<file path="src/rtl/pong_pkg.sv">
// Shared constants for the pong game-flow controller: FSM encodings, score width,
// serve directions and display geometry defaults.
package pong_pkg;

  localparam int SCORE_W       = 4;
  localparam int TIMER_W       = 9;
  localparam int DEF_DISP_COLS = 800;
  localparam int DEF_DISP_ROWS = 600;

  localparam logic LEFT  = 1'b0;
  localparam logic RIGHT = 1'b1;

  localparam logic [2:0] ST_ATTRACT = 3'd0;
  localparam logic [2:0] ST_SERVE   = 3'd1;
  localparam logic [2:0] ST_PLAY    = 3'd2;
  localparam logic [2:0] ST_POINT   = 3'd3;
  localparam logic [2:0] ST_OVER    = 3'd4;

  // Terminal count for a hold of n frames, where the count starts at zero.
  function automatic logic [TIMER_W-1:0] frames_term(input int n);
    return TIMER_W'(n - 1);
  endfunction

endpackage

</file>
<file path="src/rtl/pong_game_ctrl_frame_timer.sv">
// Frame counter: counts frame ticks, clears on request and flags the tick on
// which the programmed terminal count is reached.
module frame_timer
  import pong_pkg::*;
(
  input  logic               clk,
  input  logic               rst,
  input  logic               clr_i,
  input  logic               tick_i,
  input  logic [TIMER_W-1:0] term_i,
  output logic               done_o
);

  logic [TIMER_W-1:0] count_q, count_d;

  always_comb begin
    // NOTE: default assignment first so no path through the block leaves count_d unassigned (no latch).
    count_d = count_q;
    if (clr_i) begin
      count_d = '0;
    end else if (tick_i) begin
      count_d = count_q + TIMER_W'(1);
    end
  end

  // NOTE: state registers use non-blocking assignments so all flops update together at the edge.
  always_ff @(posedge clk or posedge rst) begin
    if (rst) begin
      count_q <= '0;
    end else begin
      count_q <= count_d;
    end
  end

  assign done_o = tick_i && (count_q == term_i);

endmodule

</file>
<file path="src/rtl/pong_game_ctrl.sv">
// Pong game-flow sequencer: attract/serve/play/point/over sequencing, scoring,
// winner declaration and per-paddle AI/player source select.
module pong_game_ctrl
  import pong_pkg::*;
#(
  parameter int DISP_COLS    = DEF_DISP_COLS,
  parameter int L_GOAL_COL   = 4,
  parameter int R_GOAL_COL   = DISP_COLS - 4,
  parameter int WIN_SCORE    = 7,
  parameter int SERVE_FRAMES = 60,
  parameter int POINT_FRAMES = 90,
  parameter int OVER_FRAMES  = 300
) (
  input  logic               clk,
  input  logic               rst,
  input  logic               frame_tick,
  input  logic               start_btn,
  input  logic               move_up_control_p0,
  input  logic               move_down_control_p0,
  input  logic               move_up_control_p1,
  input  logic               move_down_control_p1,
  input  logic [11:0]        ball_center_col,
  output logic               game_run,
  output logic               ball_reset,
  output logic               serve_dir,
  output logic [SCORE_W-1:0] score_p0,
  output logic [SCORE_W-1:0] score_p1,
  output logic               winner_valid,
  output logic               winner,
  output logic               ai_sel_p0,
  output logic               ai_sel_p1,
  output logic [2:0]         state
);

  localparam logic [11:0]        L_GOAL = 12'(L_GOAL_COL);
  localparam logic [11:0]        R_GOAL = 12'(R_GOAL_COL);
  localparam logic [SCORE_W-1:0] WIN    = SCORE_W'(WIN_SCORE);

  logic [2:0]         state_q, state_d;
  logic               game_run_q, game_run_d;
  logic               ball_reset_q, ball_reset_d;
  logic               serve_dir_q, serve_dir_d;
  logic [SCORE_W-1:0] score0_q, score0_d;
  logic [SCORE_W-1:0] score1_q, score1_d;
  logic               winner_valid_q, winner_valid_d;
  logic               winner_q, winner_d;
  logic               human0_q, human0_d;
  logic               human1_q, human1_d;
  logic               start_q;

  logic               start_edge, left_goal, right_goal, attract_goal;
  logic               timer_clr, timer_done;
  logic [TIMER_W-1:0] timer_term;

  assign start_edge = start_btn & ~start_q;
  assign left_goal  = ball_center_col <= L_GOAL;
  assign right_goal = ball_center_col >= R_GOAL;

  always_comb begin
    case (state_q)
      ST_SERVE: timer_term = frames_term(SERVE_FRAMES);
      ST_POINT: timer_term = frames_term(POINT_FRAMES);
      ST_OVER:  timer_term = frames_term(OVER_FRAMES);
      default:  timer_term = '0;
    endcase
  end

  // The timer restarts on every state change and idles where no hold is timed.
  assign timer_clr = (state_d != state_q) || (state_q == ST_ATTRACT) || (state_q == ST_PLAY);

  frame_timer u_frame_timer (
    .clk    (clk),
    .rst    (rst),
    .clr_i  (timer_clr),
    .tick_i (frame_tick),
    .term_i (timer_term),
    .done_o (timer_done)
  );

  always_comb begin
    state_d        = state_q;
    serve_dir_d    = serve_dir_q;
    score0_d       = score0_q;
    score1_d       = score1_q;
    winner_valid_d = winner_valid_q;
    winner_d       = winner_q;
    human0_d       = human0_q;
    human1_d       = human1_q;
    attract_goal   = 1'b0;

    case (state_q)
      ST_ATTRACT: begin
        human0_d = human0_q | move_up_control_p0 | move_down_control_p0;
        human1_d = human1_q | move_up_control_p1 | move_down_control_p1;
        if (start_edge) begin
          if (!human0_d && !human1_d) human0_d = 1'b1;
          state_d        = ST_SERVE;
          score0_d       = '0;
          score1_d       = '0;
          winner_valid_d = 1'b0;
          winner_d       = LEFT;
          serve_dir_d    = LEFT;
        end else if (frame_tick && (left_goal || right_goal)) begin
          attract_goal = 1'b1;
          serve_dir_d  = ~serve_dir_q;
        end
      end
      ST_SERVE: begin
        if (timer_done) state_d = ST_PLAY;
      end
      ST_PLAY: begin
        // The conceding side receives the next serve; left wins a double hit.
        if (frame_tick && left_goal) begin
          if (score1_q < WIN) score1_d = score1_q + SCORE_W'(1);
          serve_dir_d = LEFT;
          state_d     = ST_POINT;
        end else if (frame_tick && right_goal) begin
          if (score0_q < WIN) score0_d = score0_q + SCORE_W'(1);
          serve_dir_d = RIGHT;
          state_d     = ST_POINT;
        end
      end
      ST_POINT: begin
        if (timer_done) begin
          if (score0_q == WIN || score1_q == WIN) begin
            state_d        = ST_OVER;
            winner_valid_d = 1'b1;
            winner_d       = (score1_q == WIN) ? RIGHT : LEFT;
          end else begin
            state_d = ST_SERVE;
          end
        end
      end
      ST_OVER: begin
        if (timer_done || start_edge) begin
          state_d  = ST_ATTRACT;
          human0_d = 1'b0;
          human1_d = 1'b0;
        end
      end
      default: state_d = ST_ATTRACT;
    endcase

    game_run_d   = (state_d == ST_ATTRACT) || (state_d == ST_PLAY);
    ball_reset_d = (state_d == ST_SERVE) || (state_d == ST_OVER) || attract_goal;
  end

  always_ff @(posedge clk or posedge rst) begin
    if (rst) begin
      state_q        <= ST_ATTRACT;
      game_run_q     <= 1'b1;
      ball_reset_q   <= 1'b0;
      serve_dir_q    <= LEFT;
      score0_q       <= '0;
      score1_q       <= '0;
      winner_valid_q <= 1'b0;
      winner_q       <= LEFT;
      human0_q       <= 1'b0;
      human1_q       <= 1'b0;
      start_q        <= 1'b0;
    end else begin
      state_q        <= state_d;
      game_run_q     <= game_run_d;
      ball_reset_q   <= ball_reset_d;
      serve_dir_q    <= serve_dir_d;
      score0_q       <= score0_d;
      score1_q       <= score1_d;
      winner_valid_q <= winner_valid_d;
      winner_q       <= winner_d;
      human0_q       <= human0_d;
      human1_q       <= human1_d;
      start_q        <= start_btn;
    end
  end

  assign state        = state_q;
  assign game_run     = game_run_q;
  assign ball_reset   = ball_reset_q;
  assign serve_dir    = serve_dir_q;
  assign score_p0     = score0_q;
  assign score_p1     = score1_q;
  assign winner_valid = winner_valid_q;
  assign winner       = winner_q;
  assign ai_sel_p0    = ~human0_q;
  assign ai_sel_p1    = ~human1_q;

endmodule
</file>
<file path="config.mk">
export PLATFORM = sky130hd
export DESIGN_NAME = pong_game_ctrl
export DESIGN_NICKNAME = d
export VERILOG_FILES = /design/src/rtl/pong_pkg.sv /design/src/rtl/pong_game_ctrl_frame_timer.sv /design/src/rtl/pong_game_ctrl.sv
export SDC_FILE = /design/constraint.sdc
export NUM_CORES = 1
export LEC_CHECK = 0
export ABC_AREA = 1
export CAP_MARGIN = 20
export CORE_AREA = 2 2 66 68
export DETAILED_ROUTE_END_ITERATION = 8
export DIE_AREA = 0 0 68 70
export GPL_TIMING_DRIVEN = 0
export MAX_ROUTING_LAYER = met4
export PLACE_DENSITY = 0.79
export SLEW_MARGIN = 30
export SYNTH_ARGS = -nofsm -noshare
export SYNTH_HDL_FRONTEND = slang
export SYNTH_HIERARCHICAL = 1
export SYNTH_SLANG_ARGS = --single-unit
</file>
<file path="constraint.sdc">
create_clock -name clk -period 2.6 [get_ports clk]
set_clock_uncertainty 0.2 [all_clocks]
set_input_delay 0.39 -clock clk [delete_from_list [all_inputs] [get_ports clk]]
set_output_delay 0.39 -clock clk [all_outputs]
set_load 0.01 [all_outputs]
</file>
==> impl_metrics.json, run 1 <==
{
  "status": "finished clean",
  "worst_pin_slew_ps": 781.6,
  "numPortBuffers": 37,
  "drive_gt1_share_pct": 18.45,
  "arrival_ps": 2530,
  "gp_congestion": 0.8347,
  "synth_seq_cells": 28,
  "drt_iter0_markers": 125,
  "hold_class": "in2async",
  "yosysUniqueCellTypes": 26,
  "clock_latency_ps": 280,
  "antenna_left": 0,
  "die-height_um": 70,
  "setup_viol": 0,
  "hold_slack_ps": 184.2,
  "slew_viol_final": 0,
  "fin_area_sq_mm": 0.002482,
  "vdd_drop_max_v": 0.0003325,
  "clk_pin_slew_ps": 100,
  "p_total_mw": 1.731,
  "ys_seq_area_share_pct": 38.82,
  "final_nets": 333,
  "min_period_ps": 2546,
  "synth.area.top_cells": "dfrtp_1 37%, nand2_1 13%, inv_1 8.5%, nor2_1 6.6%, o21ai_0 5.3%",
  "synth-edff-count": 0,
  "cts_root_buffer": "clkbuf_8",
  "hold_violations": 0,
  "cts.sinks": 28,
  "rows": 24,
  "placed_cell_area_sq_mm": 0.002247,
  "synth_top_area_share_pct": 37.37,
  "routedWlPerCell_um": 11.81,
  "grt_pass1_wl_mm": 7.017,
  "final_common_cell": "nand2_1",
  "layout_common_cells": "59 x nand2_1, 37 x clkdlybuf4s50_1, 36 x inv_1",
  "relSlewSlack_pct": 47.84,
  "grt.overflow.total": 0,
  "fmax_mhz": 392.8,
  "start_kind": "flop",
  "rsz0062_at_grt": "true",
  "h-tree-depth": 1,
  "period_share_pct": 97.93,
  "vias": 1771,
  "hpwl_mm": 3.041,
  "end_kind": "flop",
  "yosys.area.top_type": "dfrtp_1",
  "drc": 0,
  "cp_data_required_time_ps": 2580,
  "fp.dieW_um": 68,
  "diodes": 0,
  "grt_max_degree": 20,
  "core-area_sq_mm": 0.004144,
  "cts-buffers-inserted": 3,
  "synth_area_sq_mm": 0.001808,
  "syn_avg_cell_area_sq_um": 6.954,
  "antenna_found_initial": 0,
  "setup_tns_ps": 0,
  "worstPathMaxFanout": 5,
  "path_class": "reg2reg",
  "power_per_cell_area_mw_per_mm2": 697.2,
  "yosysWarnings": 6,
  "maxCapViolCount": 0,
  "ys.flop_type": "dfrtp_1",
  "dieArea_sq_mm": 0.004760,
  "dr.pass1.iters": 4,
  "netlist_instances": 260,
  "ios": 38,
  "leakage_nw": 1.160,
  "syn2layout_area_growth_pct": 37.30,
  "vias_per_cell": 4.906,
  "async_flop_share_pct": 100.0,
  "routed_wl_mm": 4.262,
  "clk_path_buf_depth": 2,
  "cts_tree": "built",
  "grt_pass1_vias": 1632,
  "initial_utilization_pct": 43.63,
  "grt_usage_pct": 19.36
}
-- cells by family after synthesis --
kind of cell | after synthesis | synth area share, %
AND/OR/NAND/NOR | 141 | 36.06
buffers and inverters | 47 | 10.38
flip-flops | 28 | 38.82
AO/OA/AOI/OAI | 35 | 10.03
adder cells (fa/ha/maj) | 3 | 2.076
other | 1 | 0.2074
XOR/XNOR | 5 | 2.423
-- Yosys cell counts, drive strengths merged (2+ instances only) --
cell type and number:
nand2 65, buf 3, dfrtp 27, xor2 3, ha 3, inv 44
nand3 20, nor2 42, xnor2 2, nor3 6, or2 2, o21ai 25
a21oi 7, nand4 6
-- final timing paths --
kind                       startpoint                        to  slack, ps  depth (start not counted)
max                          state[0]  u_frame_timer/count_q[7]         50                         16
max reg2reg                  state[0]  u_frame_timer/count_q[7]         50                         16
min                               rst  u_frame_timer/count_q[2]        180                          2
max in group asynchronous         rst                  state[1]       1290                          2
min in group clk               winner                    winner        340                          2
min reg2reg                    winner                    winner        340                          2
-- power breakdown --
part | switching, mW | internal (mW)
Combinational | 0.442 | 0.326
Sequential | 0.0738 | 0.536
Clock | 0.146 | 0.207
Total | 0.662 | 1.07
-- worst max-delay path, cell delays in order (launching register included) --
cell	delay [ps]
dfrtp_1	410
buf_4	160
nand2_4	100
nor2_1	50
inv_1	80
nand2_2	90
o21ai_0	160
nor2_1	70
nand3_1	120
nor2_4	70
nor3_4	220
nand2_2	90
o21a_4	150
nor2_4	160
nor2_4	80
a21oi_1	150
nor2_1	70
-- routing by layer --
layer | vias up | share of wire [%] | routed length, um | GRT usage, %
met5 | - | 0 | 0 | -
li1 | 917 | - | - | -
met4 | 0 | 1.3 | 56 | 6.444
met3 | 5 | 2.4 | 103 | 2.093
met1 | 824 | 42 | 1785 | 22.87
met2 | 25 | 54 | 2316 | 33.55
-- cell type report --
| class | count | area (sq um) |
|---|---|---|
| buffer | 3 | 22.52 |
| clock buffer | 3 | 41.29 |
| clock inverter | 1 | 30.03 |
| fill | 364 | 1662 |
| inverter | 44 | 172.7 |
| multi-input combinational | 186 | 1023 |
| sequential | 28 | 704.4 |
| tap | 52 | 65.06 |
| timing repair buffer | 44 | 422.9 |
-- state kept, by name, summed over array words and instances, names as in the netlist --
name                   flops
winner_valid               1
ball_reset                 1
score_p0                   4
score_p1                   4
u_frame_timer/count_q      9
serve_dir                  1
game_run                   1
state                      3
start_q                    1
human0_q                   1
human1_q                   1
winner                     1
-- stage by stage --
stage	setup slack, ps	instances	util (%)
floorplan	114.6	261	-
global placement	-204.7	350	54.23
detailed placement	-236.3	350	54.23
CTS	3.592	356	57.16
global route	-126.9	361	59.90
finish	53.94	361	59.90
-- repair_timing --
action | 4_1_cts | 5_1_grt
pin swaps | 1 | 13
cloned | 0 | 0
gates resized for setup | 11 | 27
hold buffers | 0 | 0
endpoints found under the setup margin | 9 | 14
setup buffers | 2 | 5
Note: power is estimated with default switching activity, not from simulation.
==> run 2: changes to the inputs <==
--- a/config.mk
+++ b/config.mk
@@ -13,6 +13,7 @@
 export GPL_TIMING_DRIVEN = 0
 export MAX_ROUTING_LAYER = met4
 export PLACE_DENSITY = 0.79
+export SKIP_LAST_GASP = 1
 export SLEW_MARGIN = 30
 export SYNTH_ARGS = -nofsm -noshare
 export SYNTH_HDL_FRONTEND = slang
==> run 2 against run 1 <==
Against the previous run: worst setup slack worse by 6.7 ps; die area unchanged; clock-buffer cell count is the same; highest routed layer unchanged.
==> impl_metrics.json, run 2 (synthesized netlist as in run 1, its figures left out) <==
{
  "top_register": "u_frame_timer/count_q",
  "hold_class": "in2async",
  "routed_wl_mm": 4.452,
  "slew_viol_final": 0,
  "rows": 24,
  "multiInputGateArea_sq_mm": 0.001023,
  "worstPathMaxFanout": 5,
  "ios": 38,
  "p_total_mw": 1.756,
  "period_share_pct": 98.18,
  "intPower_mw": 1.075,
  "dr.pass1.iters": 5,
  "cp_data_required_time_ps": 2590,
  "worst_pin_slew_ps": 785.0,
  "h-tree-depth": 1,
  "antenna_left": 0,
  "clk_path_buf_depth": 2,
  "cts-buffers-inserted": 3,
  "switching_share_pct": 38.78,
  "largest_register_ffs": 9,
  "arrival_ps": 2550,
  "leakage_nw": 1.170,
  "grt_pass1_wl_mm": 6.975,
  "rsz0062_at_grt": "true",
  "vias_per_cell": 4.950,
  "cts_root_buffer": "clkbuf_8",
  "gp_congestion": 0.8347,
  "dieArea_sq_mm": 0.004760,
  "drive_gt1_share_pct": 18.97,
  "routedWlPerCell_um": 12.26,
  "diodes": 0,
  "grt_usage_pct": 19.22,
  "cts.sinks": 28,
  "relSlewSlack_pct": 47.61,
  "cts_hold_buf": 0,
  "clk_pin_slew_ps": 100,
  "clock_latency_ps": 290,
  "clock_power_share_pct": 20.3,
  "fillers": 360,
  "drt_iter0_markers": 105,
  "vias": 1797,
  "grt_max_degree": 20,
  "maxCapViolCount": 0,
  "final_common_cell": "nand2_1",
  "hold_slack_ps": 181.4,
  "vdd_drop_max_v": 0.0003352,
  "initial_utilization_pct": 43.63,
  "seqPwrFrac_pct": 34.8,
  "power_per_cell_area_mw_per_mm2": 703.3,
  "core-area_sq_mm": 0.004144,
  "path_class": "reg2reg",
  "syn2layout_area_growth_pct": 38.13,
  "status": "finished clean",
  "min_period_ps": 2553,
  "hpwl_mm": 3.041,
  "drc": 0,
  "setup_viol": 0,
  "hold_violations": 0,
  "switchingPower_mw": 0.6811,
  "antenna_found_initial": 0,
  "fin_cells": 363,
  "final_nets": 335,
  "combPwrFrac_pct": 44.9,
  "regArea_sq_um": 704.4,
  "grt_pass1_vias": 1629,
  "numPortBuffers": 37,
  "cts_tree": "built",
  "start_kind": "flop",
  "setup_tns_ps": 0,
  "die-height_um": 70,
  "fp.dieW_um": 68,
  "fmax_mhz": 391.7,
  "layout_common_cells": "59 x nand2_1, 37 x clkdlybuf4s50_1, 36 x inv_1",
  "grt.overflow.total": 0,
  "dp.cells": 350,
  "end_kind": "flop"
}
run 2: cell types whose count changed in the layout (fill, tap and decap cells not counted), sizes merged:
cell	before	now
buf	10	12
run 2: power by group through the flow:
stage                     Combinational (mW)  Clock [mW]  Sequential [mW]
after CTS                              0.707       0.358            0.606
after global routing                   0.885       0.369            0.624
final                                  0.789       0.356            0.611
after global placement                 0.655           0            0.618
after detailed placement               0.671           0            0.621
after floorplan                        0.441           0            0.619
run 2: stage by stage:
step	worst slack, ps	area, sq um	util, %
CTS	-7.664	2366	57.10
floorplan	114.6	1812	-
global placement	-204.7	2247	54.23
global route	-151.6	2497	60.27
detailed placement	-236.3	2247	54.23
finish	47.25	2497	60.27
run 2: timing repair:
item,in CTS,in global routing
endpoints found under the setup margin,9,13
setup buffers,2,7
gates resized for setup,10,28
hold endpoints to repair,0,0
pin swaps,1,14
run 2: area by class of cell:
class	count	area share [%]
flip-flops and latches	28	28.21
clock inverters	1	1.202
multi-input cells	186	40.98
well taps	52	2.605
plain buffers	3	0.9018
repair buffers	46	17.54
inverters	44	6.914
clock buffers	3	1.653
run 2: worst paths after layout:
path | end | depth (start not counted) | from | slack, ps
worst max register to register | u_frame_timer/count_q[5] | 18 | state[0] | 50
worst min-delay path | u_frame_timer/count_q[8] | 2 | rst | 180
min in group clk | winner | 2 | winner | 350
worst max-delay path | u_frame_timer/count_q[5] | 18 | state[0] | 50
max in group asynchronous | state[1] | 2 | rst | 1290
worst min register to register | winner | 2 | winner | 350
run 2: critical path: stages (launching register included):
cell     delay (ps)
dfrtp_1         420
buf_4           160
nand2_4         100
nor2_1           60
inv_1            90
nand2_2          90
nand2_1          70
nand2_1          70
nor2_1          130
nand3_2         110
nor2_4          190
nor3_4           70
nand2_2         100
o21a_4          180
nor2_4           60
nor2_4          170
nand3_1          90
nand2_1          80
nor2_2           40
run 2: routing by layer:
metal  GRT usage [%]  wire, um  vias up
met3           2.093        91        4
met4           6.444        52        0
met2           33.12      2406       22
li1                -         -      924
met1           22.87      1902      847
met5               -         0        -
